## config.mk

```make
export PLATFORM = sky130hd
export DESIGN_NAME = lsu_bus
export DESIGN_NICKNAME = d
export VERILOG_FILES = /design/src/rtl/lib_pkg.sv /design/src/rtl/lsu_align.sv /design/src/rtl/lsu_bus.sv
export SDC_FILE = /design/constraint.sdc
export NUM_CORES = 1
export LEC_CHECK = 0
export CORE_ASPECT_RATIO = 1.4
export CORE_MARGIN = 8
export CORE_UTILIZATION = 27
export CTS_CLUSTER_SIZE = 30
export DETAILED_ROUTE_END_ITERATION = 16
export PLACE_DENSITY_LB_ADDON = 0.25
export SYNTH_ARGS = -nofsm -noshare
export SYNTH_HDL_FRONTEND = slang
export SYNTH_SLANG_ARGS = --single-unit
```

## constraint.sdc

```tcl
create_clock -name clk -period 2.9 [get_ports clk]
set_input_delay 0.29 -clock clk [delete_from_list [all_inputs] [get_ports clk]]
set_output_delay 0.29 -clock clk [all_outputs]
set_load 0.05 [all_outputs]
```

## src/rtl/lib_pkg.sv

```systemverilog
// Shared types and constants for the load/store unit.
// Holds the LSU state encoding, funct3 codes and the legality check.
package lib_pkg;

  typedef enum logic [1:0] {
    IDLE,
    REQ,
    WAIT,
    DONE
  } lsu_state_t;

  localparam logic [2:0] F3_B  = 3'b000;
  localparam logic [2:0] F3_H  = 3'b001;
  localparam logic [2:0] F3_W  = 3'b010;
  localparam logic [2:0] F3_BU = 3'b100;
  localparam logic [2:0] F3_HU = 3'b101;

  // Legal funct3 for the direction and naturally aligned for its size.
  function automatic logic lsu_ok(
    input logic       we,
    input logic [2:0] f3,
    input logic [1:0] lane
  );
    logic ok;
    ok = 1'b0;
    unique case (1'b1)
      (f3 == F3_B):  ok = 1'b1;
      (f3 == F3_H):  ok = ~lane[0];
      (f3 == F3_W):  ok = (lane == 2'b00);
      (f3 == F3_BU): ok = ~we;
      (f3 == F3_HU): ok = ~we & ~lane[0];
      default:       ok = 1'b0;
    endcase
    return ok;
  endfunction

endpackage

```

## src/rtl/lsu_align.sv

```systemverilog
// Byte-lane steering: store strobes and replication,
// plus load extraction with sign or zero extension.
module lsu_align
  import lib_pkg::*;
#(
  parameter int WIDTH = 32
) (
  input  logic [2:0]       funct3,
  input  logic [1:0]       lane,
  input  logic [WIDTH-1:0] wdata,
  input  logic [WIDTH-1:0] rword,
  output logic [3:0]       be,
  output logic [WIDTH-1:0] wdata_o,
  output logic [WIDTH-1:0] rdata_o
);

  logic [7:0]  byte_sel;
  logic [15:0] half_sel;

  always_comb begin
    be      = 4'b0000;
    wdata_o = wdata;
    unique case (1'b1)
      (funct3[1:0] == 2'b00): begin
        be      = 4'b0001 << lane;
        wdata_o = {4{wdata[7:0]}};
      end
      (funct3[1:0] == 2'b01): begin
        be      = 4'b0011 << lane;
        wdata_o = {2{wdata[15:0]}};
      end
      (funct3[1:0] == 2'b10): be = 4'b1111;
      default:                be = 4'b0000;
    endcase
  end

  always_comb begin
    byte_sel = 8'(rword >> {lane, 3'b000});
    half_sel = lane[1] ? rword[31:16] : rword[15:0];
    rdata_o  = rword;
    unique case (1'b1)
      (funct3 == F3_B):
        rdata_o = {{(WIDTH-8){byte_sel[7]}}, byte_sel};
      (funct3 == F3_BU):
        rdata_o = {{(WIDTH-8){1'b0}}, byte_sel};
      (funct3 == F3_H):
        rdata_o = {{(WIDTH-16){half_sel[15]}}, half_sel};
      (funct3 == F3_HU):
        rdata_o = {{(WIDTH-16){1'b0}}, half_sel};
      default: rdata_o = rword;
    endcase
  end

endmodule

```

## src/rtl/lsu_bus.sv

```systemverilog
// Load/store unit after MEM: runs one access on the data bus
// with req/gnt and rvalid handshakes, stalling until DONE.
module lsu_bus
  import lib_pkg::*;
#(
  parameter int WIDTH = 32,
  parameter int DADDR = 10
) (
  input  logic             clk,
  input  logic             reset_n,
  input  logic             req_valid,
  input  logic             req_we,
  input  logic [2:0]       req_funct3,
  input  logic [DADDR-1:0] req_addr,
  input  logic [WIDTH-1:0] req_wdata,
  output logic             stall,
  output logic             access_err,
  output logic [WIDTH-1:0] rdata,
  output logic             mem_req,
  output logic             mem_we,
  output logic [DADDR-3:0] mem_addr,
  output logic [3:0]       mem_be,
  output logic [WIDTH-1:0] mem_wdata,
  input  logic             mem_gnt,
  input  logic             mem_rvalid,
  input  logic [WIDTH-1:0] mem_rdata
);

  lsu_state_t       state_q, state_d;
  logic             we_q, we_d;
  logic [DADDR-3:0] addr_q, addr_d;
  logic [3:0]       be_q, be_d;
  logic [WIDTH-1:0] wdata_q, wdata_d;
  logic [2:0]       f3_q, f3_d;
  logic [1:0]       lane_q, lane_d;
  logic [WIDTH-1:0] rdata_q, rdata_d;

  logic [3:0]       st_be;
  logic [WIDTH-1:0] st_wdata;
  logic [WIDTH-1:0] st_rd_unused;
  logic [3:0]       ld_be_unused;
  logic [WIDTH-1:0] ld_wd_unused;
  logic [WIDTH-1:0] ld_data;
  logic             ok;

  lsu_align #(.WIDTH(WIDTH)) u_st_align (
    .funct3  (req_funct3),
    .lane    (req_addr[1:0]),
    .wdata   (req_wdata),
    .rword   ({WIDTH{1'b0}}),
    .be      (st_be),
    .wdata_o (st_wdata),
    .rdata_o (st_rd_unused)
  );

  lsu_align #(.WIDTH(WIDTH)) u_ld_align (
    .funct3  (f3_q),
    .lane    (lane_q),
    .wdata   ({WIDTH{1'b0}}),
    .rword   (mem_rdata),
    .be      (ld_be_unused),
    .wdata_o (ld_wd_unused),
    .rdata_o (ld_data)
  );

  assign ok = lsu_ok(req_we, req_funct3, req_addr[1:0]);

  always_comb begin
    state_d    = state_q;
    we_d       = we_q;
    addr_d     = addr_q;
    be_d       = be_q;
    wdata_d    = wdata_q;
    f3_d       = f3_q;
    lane_d     = lane_q;
    rdata_d    = rdata_q;
    stall      = 1'b0;
    access_err = 1'b0;
    mem_req    = 1'b0;
    unique case (state_q)
      IDLE: begin
        if (req_valid && ok) begin
          stall   = 1'b1;
          we_d    = req_we;
          addr_d  = req_addr[DADDR-1:2];
          be_d    = st_be;
          wdata_d = st_wdata;
          f3_d    = req_funct3;
          lane_d  = req_addr[1:0];
          state_d = REQ;
        end else if (req_valid) begin
          access_err = 1'b1;
        end
      end
      REQ: begin
        mem_req = 1'b1;
        stall   = req_valid;
        if (mem_gnt) begin
          state_d = we_q ? DONE : WAIT;
        end
      end
      WAIT: begin
        stall = req_valid;
        if (mem_rvalid) begin
          rdata_d = ld_data;
          state_d = DONE;
        end
      end
      DONE: state_d = IDLE;
      default: state_d = IDLE;
    endcase
  end

  always_ff @(posedge clk or negedge reset_n) begin
    if (!reset_n) begin
      state_q <= IDLE;
      we_q    <= 1'b0;
      addr_q  <= '0;
      be_q    <= '0;
      wdata_q <= '0;
      f3_q    <= '0;
      lane_q  <= '0;
      rdata_q <= '0;
    end else begin
      state_q <= state_d;
      we_q    <= we_d;
      addr_q  <= addr_d;
      be_q    <= be_d;
      wdata_q <= wdata_d;
      f3_q    <= f3_d;
      lane_q  <= lane_d;
      rdata_q <= rdata_d;
    end
  end

  assign mem_we    = we_q;
  assign mem_addr  = addr_q;
  assign mem_be    = be_q;
  assign mem_wdata = wdata_q;
  assign rdata     = rdata_q;

endmodule

```

# [Yosys cells after proc, flatten, opt, wreduce, memory -nomap -nowiden]
# Cells that the tools add are included.
[classes] n_eq_ne=15 shift=3 n_mux=16 n_bitwise=3 reduce_logical=10
[op_table] op="case mux 32 bit (4 select lines)" n=1
[op_table] op="case mux 32 bit (2 select lines)" n=1
[op_table] op="right shift 32 x 5 -> 8 bit" n=1
[op_table] op="two-way mux 16 bit" n=1
[op_table] op="equality test 3 bit, second input constant" n=4
[op_table] op="case mux 4 bit (3 select lines)" n=1
[op_table] op="case mux 2 bit (4 select lines)" n=1
[op_table] op="equality test 2 bit, second input constant" n=3
[op_table] op="equality test 3 x 1 -> 1 bit, second input constant" n=2
[op_table] op="zero test 2 bit" n=3
[op_table] op="zero test 3 bit" n=2
[op_table] op="two-way mux 1 bit" n=6
[op_table] op="two-way mux 2 bit" n=3
[op_table] op="inequality test 2 bit, second input constant" n=3
[op_table] op="case mux 1 bit (5 select lines)" n=1
[op_table] op="equality test 2 x 1 -> 1 bit, second input constant" n=2
[op_table] op="AND reduction 2 bit" n=2
[op_table] op="<< shifter 1 x 2 -> 4 bit, first input constant" n=1
[op_table] op="<< shifter 2 x 2 -> 4 bit, first input constant" n=1
[op_table] op="equality test 3 x 2 -> 1 bit, second input constant" n=1
[op_table] op="AND reduction 3 bit" n=1
[op_table] op="inverter 1 bit" n=2
[op_table] op="case mux 1 bit (2 select lines)" n=1
[op_table] op="OR reduction 2 bit" n=1
[op_table] op="other kinds (2)" n=2
[word_totals] ff_bits=84 wordCells=55

# [Longest topological paths before layout]
# Gate-level depths: netlist of the first run.
[logic_depth] ltp_word=6 mapped_depth=8

# [Cells and area by module]
# Synthesis of the first run repeated with hierarchy kept, for this count alone.
[hier_totals] hier_cells=570 area_unflattened_um2=6069.6
[modules_own_cells] mod="lsu_bus" instances=1 cells_each=202 area_per_inst_um2=3487.1 seq_area_each_um2=2102.0
[modules_own_cells] mod="lsu_align" instances=2 cells_each=184 area_per_inst_um2=1291.2 seq_area_each_um2=0.0

# [Least setup slack after synthesis of the first run]
# No wires, ideal clock.
[synth_path] kind="reg2out" from="register state_q[0]" to="output port stall" arrival_ns=1.946 required_ns=2.610 path_slack_ns=0.664 stages_incl_launch_ff=7 cell_sequence="dfrtp_1 > inv_1 > ha_1 > nand2_1 > o21bai_2 > buf_2 > a21oi_1"
[synth_between] elab_chain_cells=3 elab_cells_between_ends=5
[synth_rtl] element="from (decl)" line_no="lsu_bus.sv:29" text="lsu_state_t state_q, state_d;"
[synth_rtl] element="from (signal assigned)" line_no="lsu_bus.sv:125" text="state_q <= state_d;"
[synth_rtl] element="equality test 2 bit / equality test 2 x 1 -> 1 bit (equally long branches)" line_no="lsu_bus.sv:80" text="unique case (state_q)"
[synth_rtl] element="OR reduction 2 bit (no source line)"
[synth_rtl] element="case mux 1 bit (2 select lines) *" line_no="lsu_bus.sv:80"
[synth_rtl] element="to (decl)" line_no="lsu_bus.sv:16" text="output logic stall,"
# Every way passes the cells marked *; elsewhere a longest branch is shown, timed or not.

# [Worst setup path after layout of the first run]
[layout_path] from="register state_q[1]" to="output port mem_req"
[layout_between] elab_chain_cells=2
[layout_rtl] element="equality test 2 x 1 -> 1 bit" line_no="lsu_bus.sv:80"
[layout_rtl] element="two-way mux 1 bit" line_no="lsu_bus.sv:80"
[layout_rtl] element="to (decl)" line_no="lsu_bus.sv:19" text="output logic mem_req,"
# Every way passes these cells.

==> results.json, run 1 <==
{
  "outcome": "finished, final reports clean",
  "avgSynthCellArea_um2": 10.2,
  "vias": 3613,
  "post-dp-hpwl_um": 10400,
  "worstSetupEndpointType": "output pin",
  "finClkSkew_ns": 0.00761,
  "rr_startpoint": "f3_q[0]$_DFFE_PN0P_",
  "ys_warn_count": 0,
  "cts_buffer_depth": 2,
  "finalHoldViolations": 0,
  "final_layout_size_suffix_gt1_frac": 0.116,
  "synth_xor_area_frac": 0,
  "yosysUniqueCellTypes": 39,
  "irDropWorstVdd_v": 0.000599,
  "clkLatencyLatePin_ns": 0.34,
  "path_clk_slew_ns": 0.07,
  "core_region_area_um2": 15500,
  "synth_compound_area_frac": 0.119,
  "layout_commonest_cell": "clkdlybuf4s50_1",
  "reg2reg_depth": 4,
  "cp_slowest_cell": "clkdlybuf4s50_1",
  "root_buffer": "clkbuf_16",
  "cp-startpoint": "state_q[1]$_DFFE_PN0P_",
  "port_buffers": 162,
  "synth_flop_cell": "dfrtp_1",
  "r2r_setup_slack_ns": 1.03,
  "arrival_ns": 1.92,
  "worst-path-max-fanout": 5,
  "fill_cells": 1568,
  "yosysSeqAreaShare": 0.493,
  "numCtsBuffers": 9,
  "antenna_found_initial": 0,
  "syn_to_final_growth_pct": 49.8,
  "initialDrtViolationCount": 179,
  "setup_viol": 0,
  "synth_edf_count": 0,
  "slew_violations": 0,
  "htree_levels": 3,
  "place_congestion": 0.776,
  "hp-class": "input pin to asynchronous set/reset pin",
  "clock.fmax_mhz": 454,
  "max_stage_delay_ns": 0.83,
  "nNetsFinal": 661,
  "path_cells": "inv_1 > ha_1 > clkdlybuf4s50_1",
  "antenna_cells": 0,
  "start_kind": "flip-flop",
  "timing.final.crit_share": 0.760,
  "rsz0062_at_grt": "no",
  "ys_async_sr_fraction": 1.00,
  "drcViolationCount": 0,
  "cts_resized": 0,
  "ys_top_cells_by_area": "dfrtp_1 49%, mux2_4 7.4%, mux2i_1 7.3%",
  "setup_tns_ns": 0,
  "drv_cap": 0,
  "timing.final.crit_period_ns": 2.21,
  "syn-instance-count": 419,
  "drtAntennaViolNets": 0,
  "path_class": "flip-flop to output pin",
  "start_util": 0.275,
  "layout_common_cells": "159 x clkdlybuf4s50_1, 84 x dfrtp_1, 65 x nand2_1",
  "synth_top_family_by_area": "multiplexers",
  "cts_hold_buf": 0,
  "yosys.area.top_type": "dfrtp_1",
  "yosys.area_share.adder": 0.0147,
  "required_ns": 2.61,
  "viasPerCell": 4.67,
  "die_y_um": 165,
  "critPathCapture": "mem_req",
  "cts_setup_buffers": 0,
  "first_pass_iters": 4,
  "grt_max_degree": 57,
  "rows": 54,
  "synth_mux_area_frac": 0.176,
  "wire_per_inst_um": 17.5,
  "p_leak_nw": 2.82,
  "powerDensity_nw_per_um2": 1230,
  "die-area_um2": 20100,
  "io_pins": 163,
  "cts.sinks": 84,
  "tightest_slew_ns": 0.765,
  "cts_tree": "done",
  "slew_headroom": 0.490,
  "grt_pass1_wl_um": 21000,
  "multi_input_area_um2": 2000,
  "syn_nets": 507,
  "routed_wl_um": 13500,
  "die_w_um": 122,
  "reg2reg_to": "rdata[0]$_DFFE_PN0P_",
  "final_util": 0.411,
  "yosys.area_share.simple": 0.158,
  "synth_top_area_share": 0.493,
  "track_usage": 0.133,
  "syn_area_um2": 4270,
  "grt-ovfl-total": 0,
  "register_area_um2": 2100,
  "synth_seq_cells": 84,
  "first_global_vias": 3857
}
report_power, final:
group	switching (W)	internal, W
logic	0.00294	0.00166
clock network	0.000511	0.000623
registers	0.000408	0.00174
total	0.00386	0.00402
worst min-delay path by stage:
stage | slack [ns] | depth (start not counted) | to
2_1_floorplan | -0.006 | 0 | f3_q[0]$_DFFE_PN0P_
3_3_place_gp | 0.41 | 1 | rdata[29]$_DFFE_PN0P_
5_1_grt | 0.07 | 1 | mem_addr[6]$_DFFE_PN0P_
3_5_place_dp | 0.41 | 1 | rdata[28]$_DFFE_PN0P_
4_1_cts | 0.04 | 1 | mem_addr[6]$_DFFE_PN0P_
6_report | 0.02 | 1 | rdata[28]$_DFFE_PN0P_
final cells by class:
cell class / count / share of cell area
multi-input combinational: 298 / 0.313
timing repair buffer: 173 / 0.269
clock buffer: 10 / 0.0374
tap: 196 / 0.0384
clock inverter: 6 / 0.00861
inverter: 7 / 0.00411
sequential: 84 / 0.329
cells by family (layout without fill, tap and decap cells):
kind of cell,Yosys count,after routing
multiplexers,62,62
flip-flops,84,84
AO/OA/AOI/OAI,89,89
adder cells (fa/ha/maj),5,5
buffers and inverters,37,196
AND/OR/NAND/NOR,142,142
metrics by stage:
stage | instances | cell area, um^2 | power, W | hold slack [ns] | worst slack (ns)
2_1_floorplan | 419 | 4270 | 0.00516 | -0.00559 | 0.664
3_3_place_gp | 758 | 6100 | 0.00676 | 0.406 | 0.744
3_5_place_dp | 758 | 6100 | 0.00681 | 0.410 | 0.677
4_1_cts | 774 | 6390 | 0.00801 | 0.0398 | 0.655
5_1_grt | 774 | 6390 | 0.00833 | 0.0746 | 0.585
6_report | 774 | 6390 | 0.00787 | 0.0181 | 0.695
state kept, by name, summed over array words and instances (netlist names):
name / cells
mem_wdata: 32
rdata: 32
mem_addr: 8
mem_be: 4
f3_q: 3
lane_q: 2
state_q: 2
mem_we: 1
cells in the mapped netlist (2+ instances only):
cell type and count:
dfrtp_1 84, nand2_1 65, o21ai_0 39, nand3_1 33
mux2i_1 31, a21oi_1 23, mux2_4 21, clkbuf_1 16
nor2_1 14, o21ai_1 12, nand3b_1 10, buf_2 9
mux2_2 8, inv_1 7, nand2b_1 7, nor2b_1 7
ha_1 5, a211oi_1 2, a2bb2oi_1 2, buf_1 2
buf_6 2, nor3_1 2, o22a_1 2
critical path: cells and delay by family, from the launching register on:
kind                       cells  cell delay, ns
adders and majority gates      1            0.20
DFF                            1            0.43
buffers and inverters          2            0.95
per-layer routing:
metal / vias to the layer above / track usage / part of all wire
li1: 1769 / - / -
met1: 1688 / 0.152 / 0.42
met2: 144 / 0.219 / 0.46
met3: 12 / 0.0558 / 0.10
met4: 0 / 0.0461 / 0.016
met5: - / 0 / 0
No activity file was read; power rests on OpenSTA's default activity.
==> run 2, diff against run 1 <==
- clock period: 2.9 -> 2.2 ns (I/O delays scaled with it)
==> results.json, run 2 (same netlist as run 1, synthesis figures left out) <==
{
  "max_stage_delay_ns": 0.42,
  "powerDensity_nw_per_um2": 1620,
  "rows": 54,
  "post-dp-hpwl_um": 10500,
  "cts_buffer_depth": 2,
  "grt_max_degree": 57,
  "wire_per_inst_um": 17.5,
  "initialDrtViolationCount": 237,
  "hp-class": "input pin to asynchronous set/reset pin",
  "path_delay_family": "flip-flops",
  "nNetsFinal": 665,
  "routed_wl_um": 13600,
  "layout_common_cells": "158 x clkdlybuf4s50_1, 84 x dfrtp_1, 65 x nand2_1",
  "cts_tree": "done",
  "p_leak_nw": 2.85,
  "timing.final.crit_period_ns": 2.03,
  "irDropWorstVdd_v": 0.000724,
  "register_area_um2": 2100,
  "grt-ovfl-total": 0,
  "path_class": "flip-flop to output pin",
  "fill_cells": 1549,
  "place_congestion": 0.772,
  "layout_commonest_cell": "clkdlybuf4s50_1",
  "numCtsBuffers": 9,
  "finalHoldViolations": 0,
  "clkLatencyLatePin_ns": 0.34,
  "drcViolationCount": 0,
  "cts_setup_buffers": 0,
  "antenna_found_initial": 0,
  "tightest_slew_ns": 0.608,
  "vias": 3625,
  "syn_to_final_growth_pct": 51.3,
  "die_w_um": 122,
  "port_buffers": 162,
  "rsz0062_at_grt": "no",
  "clock.fmax_mhz": 493,
  "grt_pass1_wl_um": 21300,
  "path_clk_slew_ns": 0.07,
  "required_ns": 1.98,
  "slew_headroom": 0.595,
  "setup_viol": 0,
  "timing.final.crit_share": 0.922,
  "cts.sinks": 84,
  "antenna_cells": 0,
  "root_buffer": "clkbuf_16",
  "final_layout_size_suffix_gt1_frac": 0.120,
  "worstSetupEndpointType": "output pin",
  "io_pins": 163,
  "final_util": 0.415,
  "drv_cap": 0,
  "cp_slowest_cell": "dfrtp_1",
  "start_kind": "flip-flop",
  "worst-path-buf-inv": 2,
  "setup_tns_ns": 0,
  "htree_levels": 3,
  "core_region_area_um2": 15500,
  "die_y_um": 165,
  "slew_violations": 0,
  "drtAntennaViolNets": 0,
  "first_global_vias": 3914,
  "worst-path-max-fanout": 4,
  "start_util": 0.275,
  "die-area_um2": 20100,
  "first_pass_iters": 4,
  "outcome": "finished, final reports clean",
  "path_cells": "inv_1 > ha_1 > nand2_1 > o21bai_4 > a21oi_1 > buf_4",
  "viasPerCell": 4.66,
  "arrival_ns": 1.81,
  "multi_input_area_um2": 2000,
  "track_usage": 0.135,
  "finClkSkew_ns": 0.00594
}
==> run 2: changes by cell type in the layout (fill, tap and decap cells not counted), sizes merged <==
cell           change
buf                +3
inv                -3
clkinvlp           +2
bufinv             +1
clkdlybuf4s50      -1
dlygate4sd3        +1
dlymetal6s2s       +1
==> run 2: repair_timing <==
action / 4_1_cts / 5_1_grt
endpoints found under the hold margin: 44 / 0
gates resized for setup: 0 / 1
hold buffers: 1 / 0
setup endpoints to repair: 0 / 1
==> run 2: per-layer routing <==
metal / GRT usage / routed length [um] / vias up
li1: - / - / 1773
met1: 0.157 / 5600 / 1695
met2: 0.220 / 6320 / 143
met5: 0 / 0 / -
met3: 0.0561 / 1460 / 14
met4: 0.0456 / 219 / 0
==> run 2: per-stage QoR <==
| stage | hold WS (ns) | setup WS, ns | area (um^2) | std cells | power, W |
|---|---|---|---|---|---|
| after floorplan | -0.0756 | 0.0343 | 4270 | 419 | 0.00680 |
| after global placement | 0.270 | 0.169 | 6130 | 761 | 0.00894 |
| after detailed placement | 0.281 | 0.160 | 6130 | 761 | 0.00900 |
| after CTS | 0.469 | 0.00877 | 6450 | 778 | 0.0106 |
| after global routing | 0.484 | 0.0272 | 6460 | 778 | 0.0111 |
| final | 0.452 | 0.173 | 6460 | 778 | 0.0105 |
==> run 2: where the power goes <==
group	switching, W	leakage [nW]	internal (W)
sequential	0.000513	1.03	0.00229
clock	0.000655	0.145	0.000919
combinational	0.00389	1.67	0.00221
==> run 2: final timing paths <==
check | start | end | slack [ns] | cells after the start
max | state_q[0]$_DFFE_PN0P_ | stall | 0.17 | 6
min | reset_n | mem_addr[5]$_DFFE_PN0P_ | 0.45 | 2
max reg2reg | state_q[0]$_DFFE_PN0P_ | mem_addr[2]$_DFFE_PN0P_ | 0.42 | 6
min reg2reg | rdata[1]$_DFFE_PN0P_ | rdata[1]$_DFFE_PN0P_ | 0.48 | 2
max in group asynchronous | reset_n | mem_be[0]$_DFFE_PN0P_ | 1.11 | 3
min in group clk | rdata[1]$_DFFE_PN0P_ | rdata[1]$_DFFE_PN0P_ | 0.48 | 2
==> run 2: area by class of cell <==
type / instances / area share
flip-flops and latches: 84 / 0.326
multi-input cells: 298 / 0.310
repair buffers: 177 / 0.274
well taps: 196 / 0.0380
clock buffers: 10 / 0.0370
clock inverters: 6 / 0.0110
inverters: 7 / 0.00407
==> run 3, diff against run 2 <==
--- a/config.mk
+++ b/config.mk
@@ -12,4 +12,5 @@
 export DETAILED_ROUTE_END_ITERATION = 16
 export PLACE_DENSITY_LB_ADDON = 0.25
+export SLEW_MARGIN = 15
 export SYNTH_ARGS = -nofsm -noshare
 export SYNTH_HDL_FRONTEND = slang
==> constraint.sdc (replaced) <==
create_clock -name clk -period 2.2 [get_ports clk]
set_input_delay 0.22 -clock clk [delete_from_list [all_inputs] [get_ports clk]]
set_output_delay 0.22 -clock clk [all_outputs]
set_load 0.01 [all_outputs]
==> results.json, run 3 (same netlist as run 1, synthesis figures left out) <==
{
  "die-area_um2": 20100,
  "start_util": 0.275,
  "clkLatencyLatePin_ns": 0.33,
  "wire_per_inst_um": 17.1,
  "io_pins": 163,
  "first_pass_iters": 4,
  "gr-max-usage-layer": "met2",
  "placedInstanceArea_um2": 6150,
  "tightest_slew_ns": 0.639,
  "worst-path-max-fanout": 4,
  "place_congestion": 0.766,
  "drcViolationCount": 0,
  "grt_max_degree": 80,
  "p_sw_w": 0.00281,
  "die_y_um": 165,
  "worst-path-buf-inv": 2,
  "cts_setup_buffers": 0,
  "htree_levels": 3,
  "p_seq_frac": 0.336,
  "timing.final.crit_period_ns": 2.01,
  "required_ns": 1.98,
  "cts_tree": "done",
  "core_region_area_um2": 15500,
  "grt-ovfl-total": 0,
  "slew_headroom": 0.574,
  "first_global_vias": 3746,
  "layout_common_cells": "159 x clkdlybuf4s50_1, 84 x dfrtp_1, 65 x nand2_1",
  "die_w_um": 122,
  "cp_slowest_cell": "dfrtp_1",
  "syn_to_final_growth_pct": 51.6,
  "cts_buffer_depth": 2,
  "use_met2": 0.220,
  "rsz0062_at_grt": "no",
  "irDropWorstVdd_v": 0.000574,
  "path_clk_slew_ns": 0.06,
  "post-dp-hpwl_um": 10200,
  "start_kind": "flip-flop",
  "outcome": "finished, final reports clean",
  "p_leak_nw": 2.87,
  "clkPwrFrac": 0.187,
  "slew_violations": 0,
  "powerDensity_nw_per_um2": 1280,
  "antenna_cells": 0,
  "combPwrFrac": 0.477,
  "drtAntennaViolNets": 0,
  "track_usage": 0.133,
  "port_buffers": 162,
  "layout_commonest_cell": "clkdlybuf4s50_1",
  "final_cell_area_um2": 6470,
  "antenna_found_initial": 0,
  "switching_share": 0.341,
  "setup_viol": 0,
  "path_cells": "inv_1 > ha_1 > nand2_1 > o21bai_4 > a21oi_1 > dlygate4sd2_1",
  "final_util": 0.416,
  "grt_pass1_wl_um": 21000,
  "finClkSkew_ns": 0.00655,
  "worstSetupEndpointType": "output pin",
  "viasPerCell": 4.62,
  "rows": 54,
  "clock.fmax_mhz": 497,
  "hp-class": "input pin to asynchronous set/reset pin",
  "cts.sinks": 84,
  "arrival_ns": 1.79,
  "nNetsFinal": 670,
  "max_stage_delay_ns": 0.42,
  "timing.final.crit_share": 0.914,
  "met3_usage": 0.0568,
  "initialDrtViolationCount": 144,
  "final_layout_size_suffix_gt1_frac": 0.121,
  "p_int_w": 0.00544,
  "path_delay_family": "buffers and inverters",
  "path_class": "flip-flop to output pin",
  "drv_cap": 0,
  "root_buffer": "clkbuf_16",
  "routed_wl_um": 13400,
  "vias": 3612,
  "finalHoldViolations": 0,
  "grtUsageMet1": 0.155,
  "numCtsBuffers": 9
}
## run 3: changes by cell type in the layout (fill, tap and decap cells not counted), sizes merged
cell and delta:
clkbuf +2, clkdlybuf4s50 +1, clkinv -1, buf +3
clkinvlp -1, inv -1, dlygate4sd2 +1
## run 3: metrics by stage
stage                     TNS [ns]  power, W  setup slack (ns)  hold slack, ns  instances
final                            0   0.00826             0.189           0.475        782
after global routing             0   0.00889            0.0737           0.488        782
after CTS                        0   0.00842           0.00178           0.484        782
after detailed placement     -3.12   0.00681            -0.132           0.294        766
after global placement       -1.85   0.00676           -0.0938           0.287        766
after floorplan                  0   0.00466             0.591         -0.0756        419
## run 3: power by group through the flow
stage                     logic (W)  registers, W  clock network [W]
after floorplan             0.00163       0.00303                  0
after global placement      0.00398       0.00279                  0
after detailed placement    0.00402       0.00279                  0
after CTS                   0.00403       0.00279            0.00161
after global routing        0.00432       0.00289            0.00168
final                       0.00394       0.00277            0.00154
## run 3: final timing paths
path	from	to	slack, ns	depth (start not counted)
worst min register to register	mem_be[2]$_DFFE_PN0P_	mem_be[2]$_DFFE_PN0P_	0.48	2
worst max-delay path	state_q[0]$_DFFE_PN0P_	stall	0.19	6
max in group asynchronous	reset_n	mem_wdata[28]$_DFFE_PN0P_	1.08	3
worst min-delay path	reset_n	rdata[29]$_DFFE_PN0P_	0.47	2
worst max register to register	state_q[0]$_DFFE_PN0P_	mem_wdata[7]$_DFFE_PN0P_	0.21	6
min in group clk	mem_be[2]$_DFFE_PN0P_	mem_be[2]$_DFFE_PN0P_	0.48	2
## run 3: layer usage
metal	up-vias	routed length [um]
met2	137	6290
met5	-	0
met4	0	119
met1	1682	5470
met3	8	1490
li1	1785	-
## run 3: area by class of cell
class                      instances  area [um^2]
clock buffer                      12          256
clock inverter                     3         46.3
fill                            1562         9070
inverter                           7         26.3
multi-input combinational        298         2000
sequential                        84         2100
tap                              196          245
timing repair buffer             182         1790
## run 3: repair_timing
action / 4_1_cts / 5_1_grt
hold buffers: 1 / 0
gates resized for setup: 1 / 2
endpoints found under the hold margin: 47 / 0
setup endpoints to repair: 1 / 41
